$ cat config.mk
export PLATFORM = sky130hd
export DESIGN_NAME = drum_mult_arbiter_flat
export DESIGN_NICKNAME = d
export VERILOG_FILES = /design/src/rtl/drum_pkg.sv /design/src/rtl/drum_mult_arbiter_if.sv /design/src/rtl/DRUM6_16_s.sv /design/src/rtl/rr_arbiter.sv /design/src/rtl/drum_mult_arbiter.sv /design/src/flat_wrapper.sv
export SDC_FILE = /design/constraint.sdc
export NUM_CORES = 1
export LEC_CHECK = 0
export CAP_MARGIN = 20
export CORE_MARGIN = 3
export CORE_UTILIZATION = 45
export DETAILED_ROUTE_END_ITERATION = 6
export GPL_TIMING_DRIVEN = 0
export PLACE_DENSITY = 0.73
export SLEW_MARGIN = 40
export SYNTH_ARGS = -nofsm -noshare
export SYNTH_HDL_FRONTEND = slang
export SYNTH_SLANG_ARGS = --single-unit
$ cat constraint.sdc
create_clock -name clk -period 10.32 [get_ports clk]
set_input_delay 1.032 -clock clk [delete_from_list [all_inputs] [get_ports clk]]
set_output_delay 1.032 -clock clk [all_outputs]
set_load 0.005 [all_outputs]
$ cat src/rtl/drum_pkg.sv
// Shared types and widths for the DRUM multiplier datapaths.
// Latency: n/a (declarations only).
// Backpressure: n/a.
package drum_pkg;

  localparam int OP_W   = 16;
  localparam int PROD_W = 32;

  typedef logic [OP_W-1:0]   op_t;
  typedef logic [PROD_W-1:0] prod_t;

endpackage

$ cat src/rtl/drum_mult_arbiter_if.sv
// Requester bank + tagged response channel of the shared DRUM multiplier.
// Latency: n/a (wiring only).
// Backpressure: valid/ready on both request and response sides.
interface drum_mult_arbiter_if #(
  parameter int N_REQ = 4,
  parameter int ID_W  = $clog2(N_REQ)
);
  import drum_pkg::*;

  logic [N_REQ-1:0]      req_valid;
  logic [N_REQ-1:0]      req_ready;
  logic [OP_W*N_REQ-1:0] req_x;
  logic [OP_W*N_REQ-1:0] req_y;
  logic                  rsp_valid;
  logic [ID_W-1:0]       rsp_id;
  prod_t                 rsp_p;
  logic                  rsp_ready;

  // Client side: offers operands, consumes products.
  modport master (
    output req_valid, req_x, req_y, rsp_ready,
    input  req_ready, rsp_valid, rsp_id, rsp_p
  );

  // Arbiter side: grants operands, produces products.
  modport slave (
    input  req_valid, req_x, req_y, rsp_ready,
    output req_ready, rsp_valid, rsp_id, rsp_p
  );
endinterface

$ cat src/rtl/DRUM6_16_s.sv
// DRUM approximate 16x16 unsigned multiplier, 6-bit dynamic-range mantissas.
// Latency: combinational.
// Backpressure: none.
module DRUM6_16_s
  import drum_pkg::*;
(
  input  op_t   X,
  input  op_t   Y,
  output prod_t P
);

  // Returns {shift[3:0], mantissa[5:0]}. Operands below 64 pass exactly;
  // larger ones keep the 6 bits from the leading one with the LSB forced
  // high to unbias the truncation.
  function automatic logic [9:0] trunc_op(input op_t v);
    logic [3:0] msb;
    logic [3:0] sh;
    op_t        t;
    msb = '0;
    for (int i = 0; i < OP_W; i++) begin
      if (v[i]) msb = 4'(i);
    end
    if (msb < 4'd6) begin
      trunc_op = {4'd0, v[5:0]};
    end else begin
      sh       = msb - 4'd5;
      t        = v >> sh;
      trunc_op = {sh, t[5:1], 1'b1};
    end
  endfunction

  logic [9:0] w_tx;
  logic [9:0] w_ty;
  logic [4:0] w_sh;

  assign w_tx = trunc_op(X);
  assign w_ty = trunc_op(Y);
  assign w_sh = {1'b0, w_tx[9:6]} + {1'b0, w_ty[9:6]};
  assign P    = (PROD_W'(w_tx[5:0]) * PROD_W'(w_ty[5:0])) << w_sh;

endmodule

$ cat src/rtl/rr_arbiter.sv
// Round-robin one-hot arbiter searching upward from ptr+1 with wrap.
// Latency: combinational.
// Backpressure: i_en low forces an empty grant.
module rr_arbiter #(
  parameter int N = 4,
  parameter int W = $clog2(N)
) (
  input  logic [N-1:0] i_req,
  input  logic [W-1:0] i_ptr,
  input  logic         i_en,
  output logic [N-1:0] o_gnt,
  output logic [W-1:0] o_idx,
  output logic         o_any
);

  logic [W-1:0] w_cand;

  // First pending request after the last winner gets the grant.
  always_comb begin
    o_gnt  = '0;
    o_idx  = '0;
    o_any  = 1'b0;
    w_cand = '0;
    for (int k = 1; k <= N; k++) begin
      w_cand = W'((int'(i_ptr) + k) % N);
      if (i_en && !o_any && i_req[w_cand]) begin
        o_any         = 1'b1;
        o_idx         = w_cand;
        o_gnt[w_cand] = 1'b1;
      end
    end
  end

endmodule

$ cat src/rtl/drum_mult_arbiter.sv
// Shares one DRUM6_16_s among N_REQ requesters via round-robin grant.
// Latency: grant at edge t -> tagged product valid after edge t+1.
// Backpressure: S2 stalls on rsp_ready low; S1 fills once more, then grants stop.
module drum_mult_arbiter
  import drum_pkg::*;
#(
  parameter int N_REQ = 4,
  parameter int ID_W  = $clog2(N_REQ)
) (
  input logic               clk,
  input logic               rst,
  drum_mult_arbiter_if.slave bus
);

  logic            r_rst_q;
  logic [ID_W-1:0] r_ptr;
  logic            r_s1_valid;
  op_t             r_s1_x;
  op_t             r_s1_y;
  logic [ID_W-1:0] r_s1_id;
  logic            r_rsp_valid;
  prod_t           r_rsp_p;
  logic [ID_W-1:0] r_rsp_id;

  logic             w_adv1;
  logic             w_adv2;
  logic             w_en;
  logic [N_REQ-1:0] w_gnt;
  logic [ID_W-1:0]  w_idx;
  logic             w_any;
  op_t              w_x;
  op_t              w_y;
  prod_t            w_p;

  assign w_adv2 = !r_rsp_valid || bus.rsp_ready;
  assign w_adv1 = !r_s1_valid || w_adv2;
  // No grants while in reset or in the first cycle after it.
  assign w_en   = w_adv1 && !rst && !r_rst_q;

  rr_arbiter #(.N(N_REQ), .W(ID_W)) u_arb (
    .i_req (bus.req_valid),
    .i_ptr (r_ptr),
    .i_en  (w_en),
    .o_gnt (w_gnt),
    .o_idx (w_idx),
    .o_any (w_any)
  );

  // Pick the winner's operand pair out of the packed request buses.
  always_comb begin
    w_x = bus.req_x[OP_W*int'(w_idx) +: OP_W];
    w_y = bus.req_y[OP_W*int'(w_idx) +: OP_W];
  end

  DRUM6_16_s u_drum (
    .X (r_s1_x),
    .Y (r_s1_y),
    .P (w_p)
  );

  // S1: capture the granted pair; a bubble enters whenever S1 advances ungranted.
  always_ff @(posedge clk) begin
    if (rst) begin
      r_rst_q    <= 1'b1;
      r_ptr      <= ID_W'(N_REQ - 1);
      r_s1_valid <= 1'b0;
      r_s1_x     <= '0;
      r_s1_y     <= '0;
      r_s1_id    <= '0;
    end else begin
      r_rst_q <= 1'b0;
      if (w_adv1) begin
        r_s1_valid <= w_any;
        if (w_any) begin
          r_s1_x  <= w_x;
          r_s1_y  <= w_y;
          r_s1_id <= w_idx;
          r_ptr   <= w_idx;
        end
      end
    end
  end

  // S2: register the product; data only moves when S1 carries a real pair.
  always_ff @(posedge clk) begin
    if (rst) begin
      r_rsp_valid <= 1'b0;
      r_rsp_p     <= '0;
      r_rsp_id    <= '0;
    end else if (w_adv2) begin
      r_rsp_valid <= r_s1_valid;
      if (r_s1_valid) begin
        r_rsp_p  <= w_p;
        r_rsp_id <= r_s1_id;
      end
    end
  end

  assign bus.req_ready = w_gnt;
  assign bus.rsp_valid = r_rsp_valid;
  assign bus.rsp_p     = r_rsp_p;
  assign bus.rsp_id    = r_rsp_id;

endmodule

$ cat src/flat_wrapper.sv
// flat-port wrapper written by rule: the top's interface ports become plain ports
module drum_mult_arbiter_flat import drum_pkg::*;
#(
  parameter int N_REQ = 4,
  parameter int ID_W  = $clog2(N_REQ)
)
  (clk, rst, bus_req_valid, bus_req_x, bus_req_y, bus_rsp_ready, bus_req_ready, bus_rsp_valid, bus_rsp_id, bus_rsp_p);
  drum_mult_arbiter_if #(.N_REQ(N_REQ), .ID_W(ID_W)) bus_i ();
  input logic clk;
  input logic rst;
  input wire logic [$bits(bus_i.req_valid)-1:0] bus_req_valid;
  input wire logic [$bits(bus_i.req_x)-1:0] bus_req_x;
  input wire logic [$bits(bus_i.req_y)-1:0] bus_req_y;
  input wire logic [$bits(bus_i.rsp_ready)-1:0] bus_rsp_ready;
  output wire logic [$bits(bus_i.req_ready)-1:0] bus_req_ready;
  output wire logic [$bits(bus_i.rsp_valid)-1:0] bus_rsp_valid;
  output wire logic [$bits(bus_i.rsp_id)-1:0] bus_rsp_id;
  output wire logic [$bits(bus_i.rsp_p)-1:0] bus_rsp_p;
  assign bus_i.req_valid = bus_req_valid;
  assign bus_i.req_x = bus_req_x;
  assign bus_i.req_y = bus_req_y;
  assign bus_i.rsp_ready = bus_rsp_ready;
  assign bus_req_ready = bus_i.req_ready;
  assign bus_rsp_valid = bus_i.rsp_valid;
  assign bus_rsp_id = bus_i.rsp_id;
  assign bus_rsp_p = bus_i.rsp_p;
  drum_mult_arbiter #(.N_REQ(N_REQ), .ID_W(ID_W)) u_core (.clk(clk), .rst(rst), .bus(bus_i));
endmodule
==> flow_summary.toml, run 1 <==
[status]
status = "complete, no violations"

[clock_network]
h-tree-depth = 3
cts_hold_buf = 0
root_buffer = "clkbuf_16"
insertion_delay_ns = 0.34
max-clock-path-buffers = 2
cts_tree = "done"
cts.repair.resized = 0
cts_sinks = 73
cts_made_buffers = 9
cts_setup_buffers = 0
clk_pin_slew_worst_paths_ns = 0.06

[synthesis]
synth_top_family_by_area = "compound AO/OA/AOI/OAI gates"
netlist_instances = 938
synth-adder-area-share = 0.105
syn_nets = 1125
synth_cell_types = 85
synth_enable_flop_cells = 0
synth_mux_area_frac = 0.150
ys_async_sr_fraction = 0
synthSimpleGateAreaFrac = 0.194
synth_compound_area_frac = 0.269
synthFlopType = "dfxtp_1"
syn_area_per_cell_um2 = 7.96
synthXorXnorAreaFrac = 0.0245
ys_seq_area_frac = 0.196
yosysWarnings = 0
synth_seq_cells = 73
synthesis.area_um2 = 7470

[setup_path]
cpPeakStageDelay_ns = 0.69
rr_startpoint = "u_core.r_s1_y[5]"
r2r_slack_ns = 1.95
worstSetupStartpointType = "flop"
cp-end-kind = "flop"
worst_path_max_delay_cell = "xor2_1"
r2r_cells = 27
critPathArrivalTime_ns = 8.62
regToRegEndpoint = "u_core.bus.rsp_p[23]"
critPathRequiredTime_ns = 10.57
critical_path_peak_fanout = 10
crit_type = "flop to flop"

[sta]
relSlewSlack = 0.465
setup_viol = 0
fin_crit_ns = 8.37
post-route-period-util = 0.811
slew_violations = 0
rsz0062_at_grt = "no"
skew_ns = 0.00727
tightest_slew_ns = 0.795
max_freq_mhz = 119
tns_ns = 0
finalHoldViolations = 0

[route]
dr.pass1.iters = 7
vias = 8115
totalWireLength_mm = 25.1
routedWlPerCell_um = 18.7
drc_errors = 0
ant_nets = 0
vias_per_cell = 6.04
drt_iter0_drc = 705

[layout]
drive_gt1_frac = 0.0657
seq_area_um2 = 1460
multiInputGateArea_um2 = 5540
area_growth_pct = 30.8
nFillCells = 1505
num_antenna_cells = 0
num-nets-final = 1309

[floorplan]
initial_core_util = 0.465
row_count = 46
core_area_um2 = 16100
die_w_um = 135
die_h_um = 135
die_area_um2 = 18200
io_pins = 174

[grt]
grt_antenna_before_repair = 0
grt_max_degree = 15
grt_pass1_vias = 7656
grt_pass1_wl_mm = 39.3
grt_remaining_overflow = 0
track_usage = 0.269

[placed_design]
hpwl_mm = 20.1
port_buffers = 173
gp_congestion = 0.992

[flow_run]
timing.max_cap.violations = 0

[min_path]
holdPathStages = 2
min_path_type = "flop to flop"
holdCritStartpoint = "u_core.bus.rsp_p[30]"
holdPathEnd = "u_core.bus.rsp_p[30]"
[worst max-delay path, delay by kind of cell (launching register included)]
kind | cells | cell delay, ns
compound gates | 11 | 3.10
xor+xnor | 2 | 1.01
fa+ha+maj | 5 | 2.02
buf+inv | 5 | 0.97
flops | 1 | 0.50
mux | 1 | 0.27
simple gates | 3 | 0.41
[layer usage]
metal  global-route usage  part of all wire  routed length [um]
met4               0.0633             0.018                 445
met3               0.0425             0.081                2020
met2                0.431              0.46               11400
met5                    0                 0                   0
met1                0.382              0.45               11200
[stage by stage]
step            util  area (um^2)  instances  setup WS [ns]  hold WS (ns)
2_1_floorplan      -         7470        938           3.45         0.432
3_3_place_gp   0.590         9470       1327           2.32         0.441
3_5_place_dp   0.590         9470       1327           2.22         0.448
4_1_cts        0.609         9780       1343           2.16         0.457
5_1_grt        0.609         9780       1343           1.41         0.481
6_report       0.609         9780       1343           1.95         0.454
[worst max path at each step]
| stage | start | to | slack, ns | depth (start not counted) |
|---|---|---|---|---|
| after detailed placement | u_core.r_s1_y[5] | u_core.bus.rsp_p[23] | 2.22 | 27 |
| after CTS | u_core.r_s1_y[5] | u_core.bus.rsp_p[23] | 2.16 | 27 |
| final | u_core.r_s1_y[5] | u_core.bus.rsp_p[23] | 1.95 | 27 |
| after global routing | u_core.r_s1_x[3] | u_core.bus.rsp_p[23] | 1.41 | 27 |
| after global placement | u_core.r_s1_y[4] | u_core.bus.rsp_p[23] | 2.32 | 26 |
| after floorplan | u_core.r_s1_x[5] | u_core.bus.rsp_p[29] | 3.45 | 27 |
[synth_stat cells, drive strengths merged, types with 8 or more instances]
master	n	share of area
a31oi	8	0.0095
mux2	8	0.013
a21oi	44	0.029
nand2	115	0.058
mux4	9	0.027
mux2i	82	0.11
buf	24	0.017
xnor2	12	0.018
a22oi	17	0.017
and2	13	0.011
nand2b	15	0.013
clkbuf	40	0.020
inv	48	0.024
fa	18	0.048
o31ai	8	0.0080
nor2	80	0.040
nor3	21	0.014
nor2b	20	0.017
o211ai	11	0.011
dfxtp	73	0.20
o221ai	37	0.044
nand3	13	0.0087
a211oi	11	0.012
o21ai	51	0.035
a21o	9	0.010
ha	34	0.057
[final cells by class]
| cell class | count | area share |
|---|---|---|
| clock inverter | 7 | 0.00794 |
| buffer | 64 | 0.0288 |
| timing repair buffer | 173 | 0.177 |
| sequential | 73 | 0.149 |
| tap | 216 | 0.0276 |
| multi-input combinational | 752 | 0.567 |
| inverter | 49 | 0.0188 |
| clock buffer | 9 | 0.0230 |
[kinds of logic after synthesis]
logic type      count (synthesis)
fa+ha+maj                      52
buf+inv                       113
simple gates                  312
compound gates                272
flops                          73
mux                            99
xor+xnor                       17
[registers in the layout (all words and copies together) (netlist names)]
name / count
u_core.r_s1_id: 2
u_core.r_ptr: 2
u_core.r_s1_y: 16
u_core.r_s1_valid: 1
u_core.bus.rsp_p: 32
u_core.r_rst_q: 1
u_core.bus.rsp_valid: 1
u_core.bus.rsp_id: 2
u_core.r_s1_x: 16
[layout by cell type, fill, tap and decap left out, drive strengths merged, types with 18 or more instances in the layout]
cell and instances:
a21oi 44, buf 24, clkbuf 49, clkdlybuf4s50 173, dfxtp 73, fa 18, ha 34, inv 50
mux2i 82, nand2 115, nor2 80, nor2b 20, nor3 21, o21ai 51, o221ai 37
Power of run 1 is not shown: default switching activity piles up to over one toggle a cycle in this logic, so the estimate is an artifact.
==> run 2: changes to the inputs <==
--- a/config.mk
+++ b/config.mk
@@ -10,7 +10,7 @@
 export CORE_UTILIZATION = 45
 export DETAILED_ROUTE_END_ITERATION = 6
 export GPL_TIMING_DRIVEN = 0
-export PLACE_DENSITY = 0.73
+export PLACE_DENSITY = 0.76
 export SLEW_MARGIN = 40
 export SYNTH_ARGS = -nofsm -noshare
 export SYNTH_HDL_FRONTEND = slang
==> constraint.sdc (replaced) <==
create_clock -name clk -period 7.5 [get_ports clk]
set_input_delay 0.75 -clock clk [delete_from_list [all_inputs] [get_ports clk]]
set_output_delay 0.75 -clock clk [all_outputs]
set_load 0.005 [all_outputs]
==> run 2 against run 1 <==
  * Global-route usage is 0.52 points higher
  * Utilization grew 1.7 points
  * Die area unchanged
  * Critical path type unchanged
  * Sequential share of layout area decreased by 0.35 points
  * Fmax grew 17%
  * Routed wire length grew 0.84%
  * Via count is 0.12% lower
  * Final cell count rose by 0.30%
  * Count of clock-buffer cells in the layout unchanged
  * Largest cell class unchanged
  * Worst hold slack got worse by 0.0083 ns
  * Critical path depth stayed put
  * Setup slack worse by 1.6 ns
==> flow_summary.toml, run 2 (synthesis gave the netlist of run 1 again) <==
[setup_path]
crit_type = "flop to flop"
cp-end-kind = "flop"
critPathArrivalTime_ns = 7.38
worstSetupStartpointType = "flop"
critical_path_peak_fanout = 9
critPathLaunch = "u_core.r_s1_x[5]"
critPathRequiredTime_ns = 7.74
rr_startpoint = "u_core.r_s1_x[5]"

[route]
ant_nets = 0
dr.pass1.iters = 5
vias_per_cell = 6.02
vias = 8105
routedWlPerCell_um = 18.8
drt_iter0_drc = 768
totalWireLength_mm = 25.3
drc_errors = 0

[sta]
skew_ns = 0.0180
setup_viol = 0
rsz0062_at_grt = "yes"
relSlewSlack = 0.435
post-route-period-util = 0.953
max_freq_mhz = 140
worst_slack_ns = 0.354
tightest_slew_ns = 0.847
fin_crit_ns = 7.15
slew_violations = 0
finalHoldViolations = 0
timing.hold.ws_ns = 0.445

[flow_run]
timing.max_cap.violations = 0

[placed_design]
hpwl_mm = 19.9
placed_cell_area_um2 = 9470
gp_congestion = 0.994
port_buffers = 173
place_ws_ns = -0.856
placedCellCount = 1327

[clock_network]
cts_tree = "done"
root_buffer = "clkbuf_16"
h-tree-depth = 3
max-clock-path-buffers = 2
clk_pin_slew_worst_paths_ns = 0.06
cts_sinks = 73
cts_made_buffers = 9
insertion_delay_ns = 0.36

[floorplan]
io_pins = 174
row_count = 46
core_area_um2 = 16100
die_area_um2 = 18200
initial_core_util = 0.465
die_h_um = 135
die_w_um = 135

[layout]
fin_cells = 1347
nFillCells = 1437
final_cell_area_um2 = 10000
num_antenna_cells = 0
final_cell_mix = "173 x clkdlybuf4s50_1, 115 x nand2_1, 81 x mux2i_1"
drive_gt1_frac = 0.105
area_growth_pct = 34.4
largest_register_ffs = 32
final_common_cell = "clkdlybuf4s50_1"
num-nets-final = 1313

[grt]
grt_remaining_overflow = 0
grt_pass1_wl_mm = 40.1
track_usage = 0.274
grt_antenna_before_repair = 0
grt_max_degree = 16
grt_pass1_vias = 7738

[status]
status = "complete, no violations"

[min_path]
holdCritStartpoint = "u_core.bus.rsp_p[14]"
min_path_type = "flop to flop"
## run 2: critical path, cell delays in order, from the launching register on
cell       delay [ns]
dfxtp_1          0.31
clkbuf_4         0.19
nor2_1           0.08
a2111oi_4        0.41
o211a_1          0.21
clkbuf_4         0.21
inv_2            0.12
ha_4             0.32
mux4_2           0.32
mux2_2           0.28
o32ai_2          0.30
a31oi_2          0.13
and2_1           0.28
fa_1             0.51
fa_1             0.54
inv_1            0.06
fa_1             0.53
inv_1            0.04
ha_2             0.42
o21ai_0          0.14
o21ai_1          0.19
a31oi_2          0.14
xnor2_2          0.21
buf_4            0.15
o221a_2          0.32
a31o_2           0.26
a21oi_2          0.21
o21ai_0          0.12
## run 2: cell type report
class | count | area [um^2] | area share
buffer | 58 | 274 | 0.0273
clock buffer | 9 | 225 | 0.0224
clock inverter | 7 | 60.1 | 0.00598
inverter | 49 | 184 | 0.0183
multi-input combinational | 752 | 5760 | 0.573
sequential | 73 | 1470 | 0.146
tap | 216 | 270 | 0.0269
timing repair buffer | 183 | 1810 | 0.180
## run 2: metal layers
| metal | up-vias | global-route usage | routed length [um] |
|---|---|---|---|
| met5 | - | 0 | 0 |
| met4 | 0 | 0.0956 | 842 |
| met3 | 61 | 0.0589 | 2100 |
| met2 | 423 | 0.441 | 11700 |
| met1 | 3767 | 0.366 | 10700 |
| li1 | 3854 | - | - |
## run 2: metrics by stage
stage	util	setup TNS [ns]
after floorplan	-	0
after global placement	0.590	-14.56
after detailed placement	0.590	-16.39
after CTS	0.613	0
after global routing	0.625	-0.275
final	0.625	0
## run 2: final timing paths
kind / end / slack, ns / cells past startpoint
max: u_core.bus.rsp_p[28] / 0.35 / 27
max reg2reg: u_core.bus.rsp_p[28] / 0.35 / 27
min: u_core.bus.rsp_p[14] / 0.45 / 2
min reg2reg: u_core.bus.rsp_p[14] / 0.45 / 2
## run 2: timing repair
action / CTS / global route
hold buffers: 0 / 0
endpoints found under the setup margin: 26 / 26
hold endpoints to repair: 0 / 0
pin swaps: 1 / 4
buffers inserted: 1 / 9
resized for setup: 18 / 38
Power of run 2 is left out for the same reason.
==> run 3: changes to the inputs <==
--- a/config.mk
+++ b/config.mk
@@ -5,12 +5,13 @@
 export SDC_FILE = /design/constraint.sdc
 export NUM_CORES = 1
 export LEC_CHECK = 0
+export ABC_AREA = 1
 export CAP_MARGIN = 20
 export CORE_MARGIN = 3
 export CORE_UTILIZATION = 45
 export DETAILED_ROUTE_END_ITERATION = 6
 export GPL_TIMING_DRIVEN = 0
-export PLACE_DENSITY = 0.76
+export PLACE_DENSITY = 0.73
 export SLEW_MARGIN = 40
 export SYNTH_ARGS = -nofsm -noshare
 export SYNTH_HDL_FRONTEND = slang
==> constraint.sdc (replaced) <==
create_clock -name clk -period 9.1 [get_ports clk]
set_input_delay 0.91 -clock clk [delete_from_list [all_inputs] [get_ports clk]]
set_output_delay 0.91 -clock clk [all_outputs]
set_load 0.005 [all_outputs]
==> run 3 against run 2 <==
  * Final cell count up 22%
  * Critical path depth grew 18
  * Area after synthesis is 2.4% higher
  * Largest cell class unchanged
  * Highest routed layer unchanged
  * Design area fell by 0.50%
  * Global-route usage is 1.2 points lower
  * Count of clock-buffer cells in the layout unchanged
  * Clock skew fell by 0.011 ns
  * Critical endpoint is now u_core.bus.rsp_p[11]
  * Sequential cell count is the same
  * Fmax up 0.71%
  * Via count up 7.8%
==> flow_summary.toml, run 3 <==
[setup_path]
critPathArrivalTime_ns = 7.30
critPathRequiredTime_ns = 9.30
cpPeakStageDelay_ns = 0.55
cpMostUsedCell = "nand2_1"
crit_type = "flop to flop"
critical_path_peak_fanout = 10
regToRegEndpoint = "u_core.bus.rsp_p[11]"
cp-end-kind = "flop"
rr_startpoint = "u_core.r_s1_x[1]"
r2r_slack_ns = 2.00
r2r_cells = 45
worst_path_max_delay_cell = "fa_1"
worstSetupStartpointType = "flop"

[layout]
largest_register_ffs = 32
drive_gt1_frac = 0.0666
final_cell_mix = "305 x nand2_1, 218 x nand3_1, 173 x clkdlybuf4s50_1"
area_growth_pct = 30.6
num_antenna_cells = 0
num-nets-final = 1608
final_common_cell = "nand2_1"
final_cell_area_um2 = 9990

[floorplan]
die_w_um = 136
core_area_um2 = 16600
die_area_um2 = 18600
die_h_um = 136
initial_core_util = 0.460
io_pins = 174
row_count = 47

[clock_network]
clk_pin_slew_worst_paths_ns = 0.06
max-clock-path-buffers = 2
insertion_delay_ns = 0.34
root_buffer = "clkbuf_16"
cts_made_buffers = 9
cts_tree = "done"
h-tree-depth = 3
cts.repair.resized = 0
cts_setup_buffers = 0
cts_sinks = 73
cts_hold_buf = 0

[synthesis]
yosys-top-cells-area = "dfxtp_1 19%, nand2_1 15%, nand3_1 14%"
syn_area_per_cell_um2 = 6.19
netlist_instances = 1237
synthFlopType = "dfxtp_1"
synth.top_cell.area_share = 0.191
ys_async_sr_fraction = 0
yosysWarnings = 0
synth_cell_types = 52
synth_enable_flop_cells = 0
synth_common_cells = "305 x nand2_1, 218 x nand3_1, 150 x inv_1"
synthesis.area_um2 = 7650
yosys.area.top_type = "dfxtp_1"
ys_seq_area_frac = 0.191
syn_nets = 1424
synth_most_common_cell = "nand2_1"
synth_seq_cells = 73

[status]
status = "complete, no violations"

[sta]
fin_crit_ns = 7.10
finalHoldViolations = 0
tightest_slew_ns = 0.645
rsz0062_at_grt = "no"
skew_ns = 0.00717
max_freq_mhz = 141
slew_violations = 0
setup_viol = 0
post-route-period-util = 0.780
tns_ns = 0
relSlewSlack = 0.568

[route]
drt_iter0_drc = 561
drc_errors = 0
routedWlPerCell_um = 14.7
dr.pass1.iters = 6
ant_nets = 0
vias_per_cell = 5.31
vias = 8738
totalWireLength_mm = 24.2

[grt]
grt_pass1_wl_mm = 39.8
grt_remaining_overflow = 0
grt_util_met3 = 0.0326
grt_max_degree = 16
grt_pass1_vias = 8271
grtUsageMet2 = 0.441
track_usage = 0.262
gr-max-usage-layer = "met2"
use_met1 = 0.358
grt_antenna_before_repair = 0

[placed_design]
placed_cell_area_um2 = 9660
hpwl_mm = 20.2
port_buffers = 173
gp_congestion = 0.966

[min_path]
holdPathEnd = "u_core.bus.rsp_id[1]"
holdCritStartpoint = "u_core.r_s1_id[1]"
min_path_type = "flop to flop"
holdPathStages = 2

[flow_run]
timing.max_cap.violations = 0
==> run 3: cell count changes after synthesis, sizes merged, moves of 14 or more <==
cell and change:
inv +120, mux2i -80, a22oi -14, o221ai -34, nor3 -19, nor2b -20, o211ai +59, nand3 +206
nor2 -15, nand2b -15, or2 +65, nand2 +199
==> run 3: cells by family after synthesis <==
group                      Yosys count  share of synthesized area
and+or+nand+nor                    691                      0.414
buffers and inverters              230                      0.125
AOI/OAI and AO/OA                  181                      0.154
DFF                                 73                      0.191
adders and majority gates           52                      0.103
xor gates and xnor gates             8                     0.0111
muxes                                2                    0.00262
==> run 3: worst max-delay path by stage <==
stage	startpoint	to	slack (ns)	cells past startpoint
2_1_floorplan	u_core.r_s1_x[3]	u_core.bus.rsp_p[11]	3.06	45
3_3_place_gp	u_core.r_s1_x[1]	u_core.bus.rsp_p[27]	2.14	43
3_5_place_dp	u_core.r_s1_x[1]	u_core.bus.rsp_p[11]	2.07	45
4_1_cts	u_core.r_s1_y[3]	u_core.bus.rsp_p[11]	2.09	42
5_1_grt	u_core.r_s1_y[3]	u_core.bus.rsp_p[11]	1.31	42
6_report	u_core.r_s1_x[1]	u_core.bus.rsp_p[11]	2.00	45
==> run 3: worst max-delay path, delay by kind of cell (launching register included) <==
family / cells / cell delay (ns)
flops: 1 / 0.45
compound gates: 5 / 0.80
simple gates: 29 / 2.62
fa+ha+maj: 5 / 2.19
buf+inv: 6 / 0.88
==> run 3: per-stage QoR <==
step,util,hold WS (ns),worst slack (ns),std cells
final,0.600,0.458,2.00,1646
after global routing,0.600,0.481,1.31,1646
after CTS,0.600,0.459,2.09,1646
after detailed placement,0.580,0.450,2.07,1630
after global placement,0.580,0.443,2.14,1630
after floorplan,-,0.429,3.06,1237
==> run 3: cell type report <==
class / instances / area (um^2)
buffer: 58 / 308
timing repair buffer: 173 / 1730
fill: 1626 / 6650
clock inverter: 7 / 108
multi-input combinational: 934 / 5230
clock buffer: 9 / 225
sequential: 73 / 1460
tap: 220 / 275
inverter: 172 / 651
==> run 3: layer usage <==
metal | wire [um] | vias to the layer above
met5 | 0 | -
met4 | 519 | 0
met3 | 1550 | 51
met2 | 11000 | 307
met1 | 11100 | 3927
li1 | - | 4453
Power of run 3 is left out for the same reason.
